==> src/rtl/vga_layer_ctrl.sv <==
// vga_layer_ctrl: parametrised VGA timing generator with an internal pixel-enable
// divider, fixed-priority compositing of NLAYER colour sources over a background
// colour, and a CPU register file whose control writes are applied at vblank entry.
module vga_layer_ctrl #(
   parameter int PIX_DIV  = 4,
   parameter int H_ACTIVE = 640,
   parameter int H_FP     = 16,
   parameter int H_SYNC   = 96,
   parameter int H_BP     = 48,
   parameter int V_ACTIVE = 480,
   parameter int V_FP     = 10,
   parameter int V_SYNC   = 2,
   parameter int V_BP     = 33,
   parameter bit SYNC_POL = 1'b0,
   parameter int NLAYER   = 3,
   parameter int CW       = 4
)(
   input  logic                       clk,
   input  logic                       rst,
   input  logic                       we_reg,
   input  logic                       rd_reg,
   input  logic [1:0]                 reg_addr,
   input  logic [31:0]                data_in,
   output logic [31:0]                data_out,
   input  logic [NLAYER*3*CW-1:0]     layer_color,
   input  logic [NLAYER-1:0]          layer_valid,
   output logic [9:0]                 column,
   output logic [9:0]                 row,
   output logic [CW-1:0]              r,
   output logic [CW-1:0]              g,
   output logic [CW-1:0]              b,
   output logic                       hsync,
   output logic                       vsync,
   output logic                       busy,
   output logic                       vblank_irq
);
   localparam int PW    = 3*CW;
   localparam int H_TOT = H_ACTIVE + H_FP + H_SYNC + H_BP;
   localparam int V_TOT = V_ACTIVE + V_FP + V_SYNC + V_BP;
   localparam int DW    = $clog2(PIX_DIV);

   localparam logic [DW-1:0] DIV_LAST = DW'(PIX_DIV - 1);
   localparam logic [9:0] H_LAST   = 10'(H_TOT - 1);
   localparam logic [9:0] V_LAST   = 10'(V_TOT - 1);
   localparam logic [9:0] H_ACT    = 10'(H_ACTIVE);
   localparam logic [9:0] V_ACT    = 10'(V_ACTIVE);
   localparam logic [9:0] V_ACT_M1 = 10'(V_ACTIVE - 1);
   localparam logic [9:0] HS_BEG   = 10'(H_ACTIVE + H_FP);
   localparam logic [9:0] HS_END   = 10'(H_ACTIVE + H_FP + H_SYNC);
   localparam logic [9:0] VS_BEG   = 10'(V_ACTIVE + V_FP);
   localparam logic [9:0] VS_END   = 10'(V_ACTIVE + V_FP + V_SYNC);

   logic [DW-1:0]     r_div;
   logic [9:0]        r_h, r_v;
   logic              r_busy, r_hs, r_vs;
   logic [PW-1:0]     r_rgb;
   // shadow (CPU-visible) and active (display-visible) control copies
   logic [NLAYER-1:0] r_sh_en, r_en;
   logic              r_sh_blank, r_blank, r_sh_irqen, r_irqen;
   logic [PW-1:0]     r_sh_bg, r_bg;
   logic              r_pending, r_irq_pend;
   logic [31:0]       r_frame;

   logic              w_pix_ce, w_act, w_vblank, w_vbl_entry;
   logic              w_wr_ctrl, w_wr_stat, w_wr_bg;
   logic [PW-1:0]     w_pix;
   logic              w_unused;

   assign w_pix_ce    = (r_div == DIV_LAST);
   assign w_act       = (r_h < H_ACT) && (r_v < V_ACT);
   assign w_vblank    = (r_v >= V_ACT);
   // stage 0 is about to step from the last pixel of the last active line
   assign w_vbl_entry = w_pix_ce && (r_h == H_LAST) && (r_v == V_ACT_M1);
   assign w_wr_ctrl   = we_reg && (reg_addr == 2'd0);
   assign w_wr_stat   = we_reg && (reg_addr == 2'd1);
   assign w_wr_bg     = we_reg && (reg_addr == 2'd3);
   assign w_unused    = ^data_in;

   assign column     = r_h;
   assign row        = r_v;
   assign busy       = r_busy;
   assign hsync      = r_hs;
   assign vsync      = r_vs;
   assign r          = r_rgb[PW-1 -: CW];
   assign g          = r_rgb[2*CW-1 -: CW];
   assign b          = r_rgb[CW-1:0];
   assign vblank_irq = r_irq_pend & r_irqen;

   // pixel-enable divider: one pix_ce every PIX_DIV clocks
   always_ff @(posedge clk) begin
      if (rst)           r_div <= '0;
      else if (w_pix_ce) r_div <= '0;
      else               r_div <= r_div + DW'(1);
   end

   // stage 0: raster position counters
   always_ff @(posedge clk) begin
      if (rst) begin
         r_h <= '0;
         r_v <= '0;
      end else if (w_pix_ce) begin
         if (r_h == H_LAST) begin
            r_h <= '0;
            r_v <= (r_v == V_LAST) ? 10'd0 : r_v + 10'd1;
         end else begin
            r_h <= r_h + 10'd1;
         end
      end
   end

   // composite: highest-index enabled opaque layer, else background; black when blanked
   always_comb begin
      w_pix = r_bg;
      for (int i = 0; i < NLAYER; i++)
         if (r_en[i] && layer_valid[i]) w_pix = layer_color[i*PW +: PW];
      if (!w_act || r_blank) w_pix = '0;
   end

   // stage 1: sync, busy and colour for the stage-0 coordinate
   always_ff @(posedge clk) begin
      if (rst) begin
         r_busy <= 1'b0;
         r_hs   <= ~SYNC_POL;
         r_vs   <= ~SYNC_POL;
         r_rgb  <= '0;
      end else if (w_pix_ce) begin
         r_busy <= w_act;
         r_hs   <= (r_h >= HS_BEG && r_h < HS_END) ? SYNC_POL : ~SYNC_POL;
         r_vs   <= (r_v >= VS_BEG && r_v < VS_END) ? SYNC_POL : ~SYNC_POL;
         r_rgb  <= w_pix;
      end
   end

   // register file; ordering gives irq-set priority over clear and lets a
   // write coincident with vblank entry land in the shadow after the transfer
   always_ff @(posedge clk) begin
      if (rst) begin
         r_sh_en    <= '0;
         r_en       <= '0;
         r_sh_blank <= 1'b0;
         r_blank    <= 1'b0;
         r_sh_irqen <= 1'b0;
         r_irqen    <= 1'b0;
         r_sh_bg    <= '0;
         r_bg       <= '0;
         r_pending  <= 1'b0;
         r_irq_pend <= 1'b0;
         r_frame    <= '0;
      end else begin
         if (w_wr_stat && data_in[2]) r_irq_pend <= 1'b0;
         if (w_vbl_entry) begin
            if (r_pending) begin
               r_en    <= r_sh_en;
               r_blank <= r_sh_blank;
               r_irqen <= r_sh_irqen;
               r_bg    <= r_sh_bg;
            end
            r_pending  <= 1'b0;
            r_frame    <= r_frame + 32'd1;
            r_irq_pend <= 1'b1;
         end
         if (w_wr_ctrl) begin
            r_sh_en    <= data_in[NLAYER-1:0];
            r_sh_blank <= data_in[8];
            r_sh_irqen <= data_in[9];
            r_pending  <= 1'b1;
         end
         if (w_wr_bg) begin
            r_sh_bg   <= data_in[PW-1:0];
            r_pending <= 1'b1;
         end
      end
   end

   // combinational register read mux
   always_comb begin
      data_out = '0;
      if (rd_reg) begin
         case (reg_addr)
            2'd0: begin
               data_out[NLAYER-1:0] = r_sh_en;
               data_out[8]          = r_sh_blank;
               data_out[9]          = r_sh_irqen;
            end
            2'd1:    data_out[2:0]    = {r_irq_pend, r_pending, w_vblank};
            2'd2:    data_out         = r_frame;
            default: data_out[PW-1:0] = r_sh_bg;
         endcase
      end
   end
endmodule

==> config.mk <==
export PLATFORM = sky130hd
export DESIGN_NAME = vga_layer_ctrl
export DESIGN_NICKNAME = d
export VERILOG_FILES = /design/src/rtl/vga_layer_ctrl.sv
export SDC_FILE = /design/constraint.sdc
export NUM_CORES = 1
export LEC_CHECK = 0
export CORE_MARGIN = 2
export CORE_UTILIZATION = 52
export CTS_CLUSTER_DIAMETER = 30
export CTS_CLUSTER_SIZE = 16
export DETAILED_ROUTE_END_ITERATION = 10
export PLACE_DENSITY = 0.93
export SYNTH_ARGS = -nofsm -noshare
export SYNTH_HDL_FRONTEND = slang
export SYNTH_SLANG_ARGS = --single-unit
==> constraint.sdc <==
create_clock -name clk -period 3.7 [get_ports clk]
set_clock_uncertainty 0.1 [all_clocks]
set_input_delay 0.37 -clock clk [delete_from_list [all_inputs] [get_ports clk]]
set_output_delay 0.37 -clock clk [all_outputs]
set_load 0.01 [all_outputs]
# After elaboration in Yosys (flattened, before gate mapping)
# Cells that the tools add are included.
[word_totals] ff_bits=105 input_bits=77 out_inout_bits=68 elab_cells=77
[classes] n_addsub=4 magnitude_cmp=7 n_eq_ne=7 n_mux=19 n_bitwise=1 n_reduce_logical=21
[op_table] cell="$mux 12" n=4
[op_table] cell="$add 32x1->32 const B" n=1
[op_table] cell="$mux 32" n=1
[op_table] cell="$add 10x1->10 const B" n=2
[op_table] cell="$eq 10x10->1 const B" n=2
[op_table] cell="$ge 10x9->1 const B" n=2
[op_table] cell="$lt 10x10->1 const B" n=2
[op_table] cell="$lt 10x9->1 const B" n=2
[op_table] cell="$mux 10" n=2
[op_table] cell="$mux 20" n=1
[op_table] cell="$logic_and 1x1->1" n=12
[op_table] cell="$eq 10x9->1 const B" n=1
[op_table] cell="$ge 10x10->1 const B" n=1
[op_table] cell="$pmux 5 s2" n=1
[op_table] cell="$pmux 3 s3" n=1
[op_table] cell="$mux 1" n=7
[op_table] cell="$eq 2x2->1 const B" n=3
[op_table] cell="$pmux 2 s3" n=1
[op_table] cell="$pmux 2 s2" n=1
[op_table] cell="$reduce_and 2->1" n=2
[op_table] cell="$reduce_or 2->1" n=2
[op_table] cell="$reduce_bool 3->1" n=1
[op_table] cell="$add 2x1->2 const B" n=1
[op_table] cell="$eq 2x1->1 const B" n=1
[op_table] cell="other kinds (5)" n=5

# Longest topological paths before layout
[logic_depth] word_depth=6 mapped_depth=8 depth_no_buf=6

# Worst setup path after synthesis
# OpenSTA, ideal clock, no wires.
[synth_timing] path_type="register -> register" startpoint="register r_h[0] (netlist: column[0])" endpoint="register r_frame[24]" setup_time_ps=70 t_arrival_ps=2080 t_required_ps=3530 path_slack_ps=1450 stages_incl_launch_ff=8 path_buffers=1 period_less_slack_ps=2250 cell_sequence="dfxtp_1 ha_1 nand4_1 nor3_2 nand4_1 buf_2 or4_1 a21oi_1"
[synth_via] elab_chain_cells=3
[synth_rtl] item="from (decl)" line_no="54" rtl="logic [9:0] r_h, r_v;"
[synth_rtl] item="from (signal assigned)" line_no="106" rtl="r_h <= r_h + 10'd1;"
[synth_rtl] item="$eq 10x10->1" line_no="73" rtl="assign w_vbl_entry = w_pix_ce && (r_h == H_LAST) && (r_v == V_ACT_M1);"
[synth_rtl] item="$logic_and 1x1->1 (2 in a row)" line_no="73"
[synth_rtl] item="to (signal assigned)" line_no="159" rtl="r_frame <= r_frame + 32'd1;"
[synth_rtl] item="to (decl)" line_no="62" rtl="logic [31:0] r_frame;"
# No other way between the ends.
# A chain may end at the register's enable or synchronous reset.

# Final worst setup path
[layout_timing] startpoint="register r_h[0] (netlist: column[0])" endpoint="register r_frame[22]"
# The elaborated chain is that of the path after synthesis.

==> results.txt <==
The H-tree generated during clock tree synthesis spans 3 levels. The starting density of the core came out at 0.541. The start of the worst register-to-register path is column[0]. The cell sitting at the root of the clock tree is a clkbuf_8. Setup repair after global routing left no endpoint under its margin. The number of buffer and inverter stages on the critical path came out at 1. Clock-pin slew was measured on the worst setup and hold paths at 0.10 ns. The share of total power dissipated in the clock network is 0.358. In this run the worst setup path begins at column[0].

The clock latency at the later pin of the worst-skew pair came out at 0.37 ns. The maximum clock frequency is 0.339 GHz. The most used flip-flop cell after synthesis is dfxtp_1. The average cell area after synthesis is 7.97 µm². The cell count along the critical path is 7. The cell taking the most area after synthesis is dfxtp_1. The number of failing setup endpoints in the final timing report came out at 0. For this run, design rule violations remaining after detail routing come to 0. The number of antenna violations at the first check in global routing came out at 0. The post-cts gate resize count came out at 0. STA classifies the critical path endpoint as a flop. The slack of the worst reg-to-reg path is 0.75 ns. Buffers placed on the I/O ports in this run total 124. The worst reg2reg path endpoint is r_frame[22]. The critical path start-end classification is flop to flop. The top-area cell type share of the netlist area came out at 0.417.

The max-slew headroom at the worst pin came out at 0.351. The worst reg-to-reg path cell count is 7. Of the total power, the share spent switching nets is 0.237. Along the worst path, the maximum fanout reaches 20. The post-synthesis async set-or-reset flop share is 0.

The netlist area before placement came out at 5050 µm². The number of vias in the routed layout came out at 5116. The pin count of the biggest net entering global routing is 52.

In the post-synthesis netlist, the cell with the most instances is dfxtp_1. Setup slack closes at 0.751 ns. The fraction of layout cells with a size suffix above 1 came out at 0.0402. The largest stage delay on the critical path came out at 0.67 ns.

The area of the die is 10500 µm². The aggregate routed wire length is 14.2 mm. The number of rows in the core area is 35.

TritonCTS built the clock tree. The diode insertion count for antenna repair is 0. Buffers inserted during clock tree synthesis total 9. The worst-case IR drop observed on VDD is 0.205 mV. The static leakage is 0.00227 µW. The total negative slack for setup checks is 0 ns. The number of detailed-routing iterations run before antenna repair came out at 5. Yosys attributes the largest share of cell area to dfxtp_1 (42%), a21oi_1 (7.7%), nand2_1 (7.3%). The final estimated routing congestion in global placement came out at 0.856. The total overflow left after global routing is 0.

The number of max-cap violations came out at 0. Once detail routing completed, the nets flagged for antenna violations numbered 0. The combinational fraction of design power is 0.071.

Traced cell by cell, the critical path runs through ha_1 -> nand4_1 -> nor3_2 -> buf_4 -> nand4_1 -> or4_1 -> a21oi_1. The critical path's most frequent cell is nand4_1. The final worst-path cycle share is 0.797. The number of global-route vias before repair came out at 4910. The Yosys step of the flow raised 0 warnings. The register share of total power is 0.571.

The vertical extent of the die came out at 103 µm. For the pin with the worst max-slew slack, the measured transition is 0.971 ns. The gate count after technology mapping came out at 633. The horizontal die dimension is 103 µm. The number of buffers added to fix hold violations after cts is 0. In the final routed layout, each cell accounts on average for 16.2 µm. The worst endpoint required time came out at 3.90 ns. The internal power contribution is 1540 µW.

The sequential share of the synthesized area came out at 0.417. The cell family contributing the most delay on the critical path is simple AND/OR/NAND/NOR gates. The number of endpoints with negative hold slack in the final report came out at 0. From synthesis to final layout, the design area changed by 30.1%.

The initial DRC count came out at 394. The overall track demand over capacity in global routing is 0.263. In this run the worst setup path terminates at r_frame[22]. The maximum clock path buffer count is 2.

Post-CTS timing repair inserted 0 buffers for setup. The number of max-slew violations in the final report came to 0. The count of distinct cell types in the synthesized netlist came out at 38. The switching component of the power is 478 µW. The clock sink count came out at 105.

The tightest min-delay check is of the flop to flop type. The library cell contributing the largest single delay on the critical path is or4_1. The total core area came out at 9330 µm². In the routed layout, each cell is associated on average with a via count of 5.84. The endpoint arrival time on the critical path is 3.15 ns. Ranked by instance count, the synthesized netlist is headed by dfxtp_1 (105), nand2_1 (98), a21oi_1 (78). During I/O placement, the number of pins put on the boundary was 145. The synthesized netlist net count came out at 716. For this design the ratio of total power to cell area is 307 nW/µm². Timing analysis after detailed placement gives a worst setup slack of 0.765 ns. For this run, the post-layout net count is 825. The first-pass GRT wire length is 22.1 mm. The HPWL reported at the end of detailed placement is 10.0 mm. The kind of start point of the critical path is a flop. The number of enable flip-flop cells after synthesis came out at 0.

The register bit total from synthesis is 105. The shortest period the worst path allows is 2.95 ns. The run finished with clean final reports.
==> worst reg2reg max path, stage by stage, from the launching register on <==
cell	delay, ns
dfxtp_1	0.43
ha_1	0.20
nand4_1	0.26
nor3_2	0.29
buf_4	0.22
nand4_1	0.55
or4_1	0.68
a21oi_1	0.16
==> placed cells by master (no fill, tap or decap), drive strengths merged, types with 4 or more instances in the layout <==
cell           Yosys  layout
inv                9      10
a21oi             78      78
xnor2              5       5
buf               10       9
clkbuf            24      10
clkdlybuf4s50      0     123
and2              29      29
nor2              52      52
mux2i             27      27
nand4             22      22
nand2             98      98
dfxtp            105     105
ha                 6       6
o21ai             42      42
nand3             24      24
or3               15      15
and3               7       7
o31ai              8       8
xor2              23      23
or4                8       8
nor4               6       6
nand2b             4       4
nor3              14      14
==> power groups by stage <==
stage	clock (µW)	combinational [µW]	sequential (µW)
finish	720	143	1150
global route	771	155	1150
CTS	728	142	1150
detailed placement	0	140	1180
global placement	0	136	1170
floorplan	0	55.6	1170
==> worst min-delay path by stage <==
stage / slack [ns] / cells past startpoint / end / startpoint
2_1_floorplan: 0.30 / 1 / r_div[0] / r_div[0]
5_1_grt: 0.37 / 1 / r_div[0] / r_div[0]
3_5_place_dp: 0.33 / 1 / r_div[0] / r_div[0]
3_3_place_gp: 0.31 / 1 / r_div[0] / r_div[0]
4_1_cts: 0.35 / 1 / r_div[0] / r_div[0]
6_report: 0.34 / 1 / r_div[0] / r_div[0]
==> metrics by stage <==
step | instance area [µm²] | util | power [µW] | instances | hold slack (ns)
floorplan | 5050 | - | 1230 | 633 | 0.304
global placement | 6370 | 0.683 | 1310 | 860 | 0.314
detailed placement | 6370 | 0.683 | 1320 | 860 | 0.330
CTS | 6570 | 0.704 | 2020 | 876 | 0.345
global route | 6570 | 0.704 | 2080 | 876 | 0.372
finish | 6570 | 0.704 | 2010 | 876 | 0.342
==> state kept, by name, indices dropped and copies added (netlist names), 2 cells and up <==
register  cells
r_frame      32
r_bg         12
r_rgb        12
r_sh_bg      12
column       10
row          10
r_en          3
r_sh_en       3
r_div         2
==> cell type report <==
cell class	instances	area, µm²
Timing Repair Buffer	132	1300
Tap cell	129	161
Clock buffer	10	128
Fill cell	719	2760
Clock inverter	6	67.6
Inverter	9	33.8
Sequential cell	105	2100
Multi-Input combinational cell	485	2780
==> logic make-up after synthesis <==
logic type      count (synthesis)  synth area share
simple gates                  289             0.285
flops                         105             0.417
xor+xnor                       28            0.0486
compound gates                132             0.137
mux                            30            0.0647
buf+inv                        43            0.0330
fa+ha+maj                       6            0.0149
==> per-layer routing <==
layer	GRT usage	share of wire	up-vias	wire, µm
li1	-	-	2428	-
met1	0.314	0.40	2421	5690
met2	0.463	0.51	226	7260
met3	0.0556	0.063	41	894
met4	0.106	0.022	0	314
met5	0	0	-	0
No activity file was read; power rests on OpenSTA's default activity.
